**src/rtl/id_ex_stage.sv**
```systemverilog
// -----------------------------------------------------------------------------
// id_ex_stage
// ID/EX pipeline register feeding the execute ALU.
//   - Captures a decoded instruction under a valid/ready handshake.
//   - Resolves EX/MEM and MEM/WB operand forwarding combinationally and drives
//     the ALU operands in1/in2 and the registered opcode aluOperation.
//   - Detects load-use hazards and inserts a single bubble.
//   - A branch flush kills both the held and the offered instruction.
//
// Ports
//   clk, resetN                 clock, async active-low reset
//   inValid / inReady           decode handshake (inReady is combinational)
//   inPc, inRs1Data, inRs2Data  decoded PC and register-file operands
//   inRs1Addr, inRs2Addr        source register indices
//   inRdAddr, inImm, inUseImm   destination, immediate, immediate select
//   inAluOperation              ALU opcode (ADD = 4'b0000)
//   inIsLoad, inRegWrite        instruction class / writes rd
//   exMem*, memWb*              forwarding sources from later stages
//   flush                       branch taken, kill held and offered instr
//   outValid / outReady         downstream handshake
//   in1, in2, aluOperation      ALU operands (forwarded) and opcode
//   outStoreData                forwarded rs2 value
//   outPc, outRdAddr,
//   outIsLoad, outRegWrite      registered copies of the held instruction
//
// Configuration
//   ID_EX_PERF_COUNT_EN  when defined, adds bubbleCount[31:0]: number of
//                        load-use bubble edges since reset (wraps, not cleared
//                        by flush).
// -----------------------------------------------------------------------------
module id_ex_stage #(
  parameter int XLEN       = 32,
  parameter int REG_ADDR_W = 5
) (
  input  logic                  clk,
  input  logic                  resetN,
  input  logic                  inValid,
  output logic                  inReady,
  input  logic [XLEN-1:0]       inPc,
  input  logic [XLEN-1:0]       inRs1Data,
  input  logic [XLEN-1:0]       inRs2Data,
  input  logic [REG_ADDR_W-1:0] inRs1Addr,
  input  logic [REG_ADDR_W-1:0] inRs2Addr,
  input  logic [REG_ADDR_W-1:0] inRdAddr,
  input  logic [XLEN-1:0]       inImm,
  input  logic                  inUseImm,
  input  logic [3:0]            inAluOperation,
  input  logic                  inIsLoad,
  input  logic                  inRegWrite,
  input  logic                  exMemRegWrite,
  input  logic [REG_ADDR_W-1:0] exMemRdAddr,
  input  logic [XLEN-1:0]       exMemAluOutput,
  input  logic                  memWbRegWrite,
  input  logic [REG_ADDR_W-1:0] memWbRdAddr,
  input  logic [XLEN-1:0]       memWbWriteData,
  input  logic                  flush,
  output logic                  outValid,
  input  logic                  outReady,
  output logic [XLEN-1:0]       in1,
  output logic [XLEN-1:0]       in2,
  output logic [3:0]            aluOperation,
  output logic [XLEN-1:0]       outStoreData,
  output logic [XLEN-1:0]       outPc,
  output logic [REG_ADDR_W-1:0] outRdAddr,
  output logic                  outIsLoad,
  output logic                  outRegWrite
`ifdef ID_EX_PERF_COUNT_EN
  ,
  output logic [31:0]           bubbleCount
`endif
);

  localparam logic [3:0]            ALU_ADD  = 4'b0000;
  localparam logic [REG_ADDR_W-1:0] REG_ZERO = {REG_ADDR_W{1'b0}};

  // A producer matches a source when it writes a non-x0 rd equal to that source.
  function automatic logic fwd_hit(input logic                  we,
                                   input logic [REG_ADDR_W-1:0] rd,
                                   input logic [REG_ADDR_W-1:0] rs);
    return we & (rd != REG_ZERO) & (rd == rs);
  endfunction

  logic                  valid_q,     valid_d;
  logic [XLEN-1:0]       pc_q,        pc_d;
  logic [REG_ADDR_W-1:0] rs1_addr_q,  rs1_addr_d;
  logic [REG_ADDR_W-1:0] rs2_addr_q,  rs2_addr_d;
  logic [REG_ADDR_W-1:0] rd_addr_q,   rd_addr_d;
  logic [XLEN-1:0]       rs1_data_q,  rs1_data_d;
  logic [XLEN-1:0]       rs2_data_q,  rs2_data_d;
  logic [XLEN-1:0]       imm_q,       imm_d;
  logic                  use_imm_q,   use_imm_d;
  logic [3:0]            alu_op_q,    alu_op_d;
  logic                  is_load_q,   is_load_d;
  logic                  reg_write_q, reg_write_d;

  logic            load_use_s;
  logic            in_ready_s;
  logic            capture_s;
  logic            bubble_s;
  logic [XLEN-1:0] fwd_rs1_s;
  logic [XLEN-1:0] fwd_rs2_s;
  logic [XLEN-1:0] cap_rs1_s;
  logic [XLEN-1:0] cap_rs2_s;

  // Hazard detection and handshake: a held load stalls any consumer of its rd.
  always_comb begin
    load_use_s = valid_q & is_load_q & reg_write_q & (rd_addr_q != REG_ZERO) &
                 ((rd_addr_q == inRs1Addr) | (rd_addr_q == inRs2Addr));
    in_ready_s = ~load_use_s & (~valid_q | outReady);
    capture_s  = inValid & in_ready_s;
    // capture is impossible while load_use_s is set, so only flush outranks it
    bubble_s   = ~flush & load_use_s & outReady;
  end

  // Operand forwarding for the held instruction: EX/MEM is younger, so it wins.
  always_comb begin
    fwd_rs1_s = rs1_data_q;
    fwd_rs2_s = rs2_data_q;
    if (fwd_hit(exMemRegWrite, exMemRdAddr, rs1_addr_q)) begin
      fwd_rs1_s = exMemAluOutput;
    end else if (fwd_hit(memWbRegWrite, memWbRdAddr, rs1_addr_q)) begin
      fwd_rs1_s = memWbWriteData;
    end else begin
      fwd_rs1_s = rs1_data_q;
    end
    if (fwd_hit(exMemRegWrite, exMemRdAddr, rs2_addr_q)) begin
      fwd_rs2_s = exMemAluOutput;
    end else if (fwd_hit(memWbRegWrite, memWbRdAddr, rs2_addr_q)) begin
      fwd_rs2_s = memWbWriteData;
    end else begin
      fwd_rs2_s = rs2_data_q;
    end
  end

  // Capture-time bypass: the register file has not yet seen the MEM/WB write.
  always_comb begin
    cap_rs1_s = inRs1Data;
    cap_rs2_s = inRs2Data;
    if (fwd_hit(memWbRegWrite, memWbRdAddr, inRs1Addr)) begin
      cap_rs1_s = memWbWriteData;
    end else begin
      cap_rs1_s = inRs1Data;
    end
    if (fwd_hit(memWbRegWrite, memWbRdAddr, inRs2Addr)) begin
      cap_rs2_s = memWbWriteData;
    end else begin
      cap_rs2_s = inRs2Data;
    end
  end

  // Next-state selection with priority flush > capture > bubble > advance > hold.
  always_comb begin
    valid_d     = valid_q;
    pc_d        = pc_q;
    rs1_addr_d  = rs1_addr_q;
    rs2_addr_d  = rs2_addr_q;
    rd_addr_d   = rd_addr_q;
    rs1_data_d  = rs1_data_q;
    rs2_data_d  = rs2_data_q;
    imm_d       = imm_q;
    use_imm_d   = use_imm_q;
    alu_op_d    = alu_op_q;
    is_load_d   = is_load_q;
    reg_write_d = reg_write_q;
    if (flush) begin
      valid_d = 1'b0;
    end else if (capture_s) begin
      valid_d     = 1'b1;
      pc_d        = inPc;
      rs1_addr_d  = inRs1Addr;
      rs2_addr_d  = inRs2Addr;
      rd_addr_d   = inRdAddr;
      rs1_data_d  = cap_rs1_s;
      rs2_data_d  = cap_rs2_s;
      imm_d       = inImm;
      use_imm_d   = inUseImm;
      alu_op_d    = inAluOperation;
      is_load_d   = inIsLoad;
      reg_write_d = inRegWrite;
    end else if (bubble_s) begin
      valid_d = 1'b0;
    end else if (outReady) begin
      valid_d = 1'b0;
    end else if (valid_q) begin
      // stalled: latch forwarded values so they survive the producer retiring
      rs1_data_d = fwd_rs1_s;
      rs2_data_d = fwd_rs2_s;
    end else begin
      valid_d = valid_q;
    end
  end

  // Pipeline register bank.
  always_ff @(posedge clk or negedge resetN) begin
    if (!resetN) begin
      valid_q     <= 1'b0;
      pc_q        <= {XLEN{1'b0}};
      rs1_addr_q  <= REG_ZERO;
      rs2_addr_q  <= REG_ZERO;
      rd_addr_q   <= REG_ZERO;
      rs1_data_q  <= {XLEN{1'b0}};
      rs2_data_q  <= {XLEN{1'b0}};
      imm_q       <= {XLEN{1'b0}};
      use_imm_q   <= 1'b0;
      alu_op_q    <= ALU_ADD;
      is_load_q   <= 1'b0;
      reg_write_q <= 1'b0;
    end else begin
      valid_q     <= valid_d;
      pc_q        <= pc_d;
      rs1_addr_q  <= rs1_addr_d;
      rs2_addr_q  <= rs2_addr_d;
      rd_addr_q   <= rd_addr_d;
      rs1_data_q  <= rs1_data_d;
      rs2_data_q  <= rs2_data_d;
      imm_q       <= imm_d;
      use_imm_q   <= use_imm_d;
      alu_op_q    <= alu_op_d;
      is_load_q   <= is_load_d;
      reg_write_q <= reg_write_d;
    end
  end

`ifdef ID_EX_PERF_COUNT_EN
  logic [31:0] bubble_count_q, bubble_count_d;

  // Bubble counter next value; wraps naturally at 2^32.
  always_comb begin
    if (bubble_s) begin
      bubble_count_d = bubble_count_q + 32'd1;
    end else begin
      bubble_count_d = bubble_count_q;
    end
  end

  // Bubble counter register.
  always_ff @(posedge clk or negedge resetN) begin
    if (!resetN) begin
      bubble_count_q <= 32'd0;
    end else begin
      bubble_count_q <= bubble_count_d;
    end
  end

  assign bubbleCount = bubble_count_q;
`endif

  assign inReady      = in_ready_s;
  assign outValid     = valid_q;
  assign in1          = fwd_rs1_s;
  assign in2          = use_imm_q ? imm_q : fwd_rs2_s;
  assign outStoreData = fwd_rs2_s;
  assign aluOperation = alu_op_q;
  assign outPc        = pc_q;
  assign outRdAddr    = rd_addr_q;
  assign outIsLoad    = is_load_q;
  assign outRegWrite  = reg_write_q;

endmodule

```
**config.mk**
```make
export PLATFORM = sky130hd
export DESIGN_NAME = id_ex_stage
export DESIGN_NICKNAME = d
export VERILOG_FILES = /design/src/rtl/id_ex_stage.sv
export SDC_FILE = /design/constraint.sdc
export NUM_CORES = 1
export LEC_CHECK = 0
export BUFFER_PORTS_ARGS = -buffer_cell sky130_fd_sc_hd__buf_2
export CORE_ASPECT_RATIO = 0.75
export CORE_MARGIN = 3
export CORE_UTILIZATION = 51
export CTS_BUF_LIST = sky130_fd_sc_hd__clkbuf_4 sky130_fd_sc_hd__clkbuf_8 sky130_fd_sc_hd__clkbuf_16
export CTS_CLUSTER_DIAMETER = 80
export DETAILED_ROUTE_END_ITERATION = 8
export PLACE_DENSITY = 0.84
export SETUP_SLACK_MARGIN = 0.05
export SLEW_MARGIN = 20
export SYNTH_ARGS = -nofsm -noshare
export SYNTH_HDL_FRONTEND = slang
export SYNTH_SLANG_ARGS = --single-unit
```
**constraint.sdc**
```tcl
create_clock -name clk -period 3.8 [get_ports clk]
set_input_delay 0.76 -clock clk [delete_from_list [all_inputs] [get_ports clk]]
set_output_delay 0.76 -clock clk [all_outputs]
set_load 0.01 [all_outputs]
```
==> impl_metrics.toml <==
[outcome]
status = "complete, no violations"

[logic_synthesis]
ys_seq_area_share_pct = 37.1
yosys_warnings = 0
syn_inst = 1000
synth_nets = 1231
avgSynthCellArea_um2 = 10.2
syn_area_um2 = 10200
ys_ff_latch = 151
yosysUniqueCellTypes = 44
synth_edf_count = 0
ys.flop_type = "dfrtp_1"
async_flop_share_pct = 100

[global_route]
grt_pass1_vias = 10000
grt_pass1_wl_mm = 55.6
grt-ovfl-total = 0
grt_max_degree = 130
grt_usage_pct = 32.7
antenna_found_initial = 1

[detailed_routing]
dr.pass1.iters = 9
drt-initial-drc-count = 1057
vias = 10100
drc_errors = 0
routed_wl_mm = 36.9
routed_via_density = 6.30
post_drt_wl_per_cell_um = 23.1
drtAntennaViolNets = 0

[sta]
fin_setup_tns_ns = 0
relSlewSlack_pct = 37.5
tightest_slew_ns = 0.938
final-setup-viol-count = 0
fin_ws_ns = 0.140
post-route-min-period_ns = 3.66
grt_setup_unrepaired = "no"
finClkSkew_ns = 0.0141
finalCritPeriodShare_pct = 96.3
fmax_mhz = 273
final-hold-violation-count = 0
drv_slew = 0

[clock_network]
cts_buffer_depth = 2
post-cts-setup-buffers = 0
cts_buffers = 17
cts_tree = "done"
cts.sinks = 151
cts_root_buf = "clkbuf_16"
clock_latency_ns = 0.42
cts_max_level = 4
clk_pin_slew_ns = 0.07
ctsHoldBuffers = 0

[flow_run]
maxCapViolations = 0

[placed_design]
dpl.cell_count = 1565
port_buffers = 371
dp_slack_ns = 0.0337
gp_congestion = 0.921
post-dp-hpwl_mm = 25.5

[floorplan]
die_w_um = 169
die_h_um = 128
initial_core_util_pct = 52.2
coreArea_um2 = 19500
num_rows = 44
dieArea_um2 = 21700
pin_count = 372

[critical_path]
worst_ep_required_time_ns = 3.04
start_kind = "input port"
crit_fanout = 32
critical_path_class = "in -> out"
end_kind = "primary output"
arrival_ns = 2.90

[layout]
multiInputGateArea_um2 = 5820
fillers = 1531
nNetsFinal = 1562
drive_gt1_share_pct = 48.6
fin_util_pct = 65.8
fin_cells = 1598
area_delta_synth_final_pct = 25.9
regArea_um2 = 3780

[worst_hold_path]
hold_path.class = "in -> async"

[power_and_ir_drop]
vdd_drop_max_uv = 261
power_density_nw_per_um2 = 481
p_leak_nw = 5.67
repair_timing:
action / 4_1_cts / 5_1_grt
endpoints found under the hold margin: 0 / 0
resized for setup: 2 / 11
setup endpoints to repair: 17 / 36
worst max-delay path, stage by stage:
cell	delay, ns
buf_2	0.10
buf_4	0.16
or4_4	0.54
o21ai_4	0.22
buf_12	0.25
o31ai_1	0.12
a31oi_1	0.37
mux2_2	0.24
buf_2	0.12
power by group:
| group | leakage [nW] | internal (mW) | switching (mW) | total [mW] |
|---|---|---|---|---|
| clock | 0.273 | 0.879 | 0.816 | 1.70 |
| combinational | 3.57 | 1.05 | 1.27 | 2.32 |
| sequential | 1.82 | 1.91 | 0.237 | 2.15 |
Yosys cell counts (2+ instances only):
master | count | area [um2]
dfrtp_1 | 151 | 3780
mux2_2 | 150 | 1690
nor2_1 | 75 | 282
nor3_1 | 68 | 340
nand2_1 | 65 | 244
mux2i_1 | 64 | 641
clkbuf_1 | 45 | 169
o21ai_1 | 37 | 185
nand4_1 | 34 | 213
o31ai_1 | 33 | 248
a21oi_1 | 32 | 160
a22o_1 | 32 | 280
a31oi_1 | 32 | 200
a221oi_2 | 30 | 450
o21ai_0 | 27 | 135
clkbuf_8 | 22 | 303
xor2_1 | 20 | 175
buf_2 | 19 | 95.1
xnor2_1 | 16 | 140
buf_4 | 5 | 37.5
nor2b_1 | 4 | 25.0
buf_12 | 3 | 60.1
buf_6 | 3 | 33.8
or2b_2 | 3 | 26.3
or4_1 | 3 | 22.5
a221oi_1 | 2 | 17.5
inv_1 | 2 | 7.51
nand3_1 | 2 | 10.0
nor4_2 | 2 | 25.0
o2111ai_1 | 2 | 17.5
o21a_1 | 2 | 15.0
or2_2 | 2 | 12.5
or3_1 | 2 | 12.5
cell families (layout without fill, tap and decap cells):
kind of cell    after synthesis  after routing  share of synthesized area (%)
compound gates              234            234                           17.3
simple gates                262            262                           12.1
other cells                   0              1                              0
flops                       151            151                           37.1
xor+xnor                     36             36                           3.10
mux                         214            214                           22.9
buf+inv                     103            447                           7.51
cell type report:
class / count / share of cell area (%)
Multi-Input combinational cell: 746 / 45.4
Timing Repair Buffer: 413 / 18.0
Antenna cell: 1 / 0.0195
Tap cell: 253 / 2.47
Clock buffer: 17 / 3.32
Clock inverter: 15 / 1.22
Inverter: 2 / 0.0586
Sequential cell: 151 / 29.5
registers in the layout, indices dropped and copies added, names as in the netlist:
name / cells
imm_q: 32
outPc: 32
rs1_data_q: 32
rs2_data_q: 32
outRdAddr: 5
rs1_addr_q: 5
rs2_addr_q: 5
aluOperation: 4
outIsLoad: 1
outRegWrite: 1
outValid: 1
use_imm_q: 1
path summary, 6_finish.rpt:
kind	startpoint	end	slack (ns)	cells after the start
setup / recovery	memWbRdAddr[0]	in2[19]	0.14	9
hold / removal	resetN	outPc[0]	0.36	1
setup reg to reg	outRdAddr[2]	imm_q[0]	0.98	6
hold reg to reg	rs2_data_q[22]	rs2_data_q[22]	0.48	2
max in group asynchronous	resetN	use_imm_q	2.54	2
min in group clk	rs2_data_q[22]	rs2_data_q[22]	0.48	2
per-stage QoR:
step	hold slack [ns]	instance area [um2]	total power [mW]
6_report	0.358	12800	6.16
5_1_grt	0.390	12800	6.45
2_1_floorplan	0.450	10200	3.49
4_1_cts	0.381	12700	6.13
3_5_place_dp	0.471	12200	4.42
3_3_place_gp	0.460	12200	4.34
cells in the final DEF, fill, tap and decap left out, types with 34 or more instances in the layout:
| master | count |
|---|---|
| buf_2 | 370 |
| dfrtp_1 | 150 |
| mux2_2 | 150 |
| mux2i_1 | 64 |
| nand2_1 | 65 |
| nand4_1 | 34 |
| nor2_1 | 71 |
| nor3_1 | 66 |
| o21ai_1 | 37 |
routing by layer:
layer,global-route usage [%],wire (um),up-vias
met4,10.0,896,0
met1,41.3,14100,4803
met3,9.46,4330,98
met2,54.9,17600,780
li1,-,-,4394
met5,0,0,-
No activity file was read; power rests on OpenSTA's default activity.
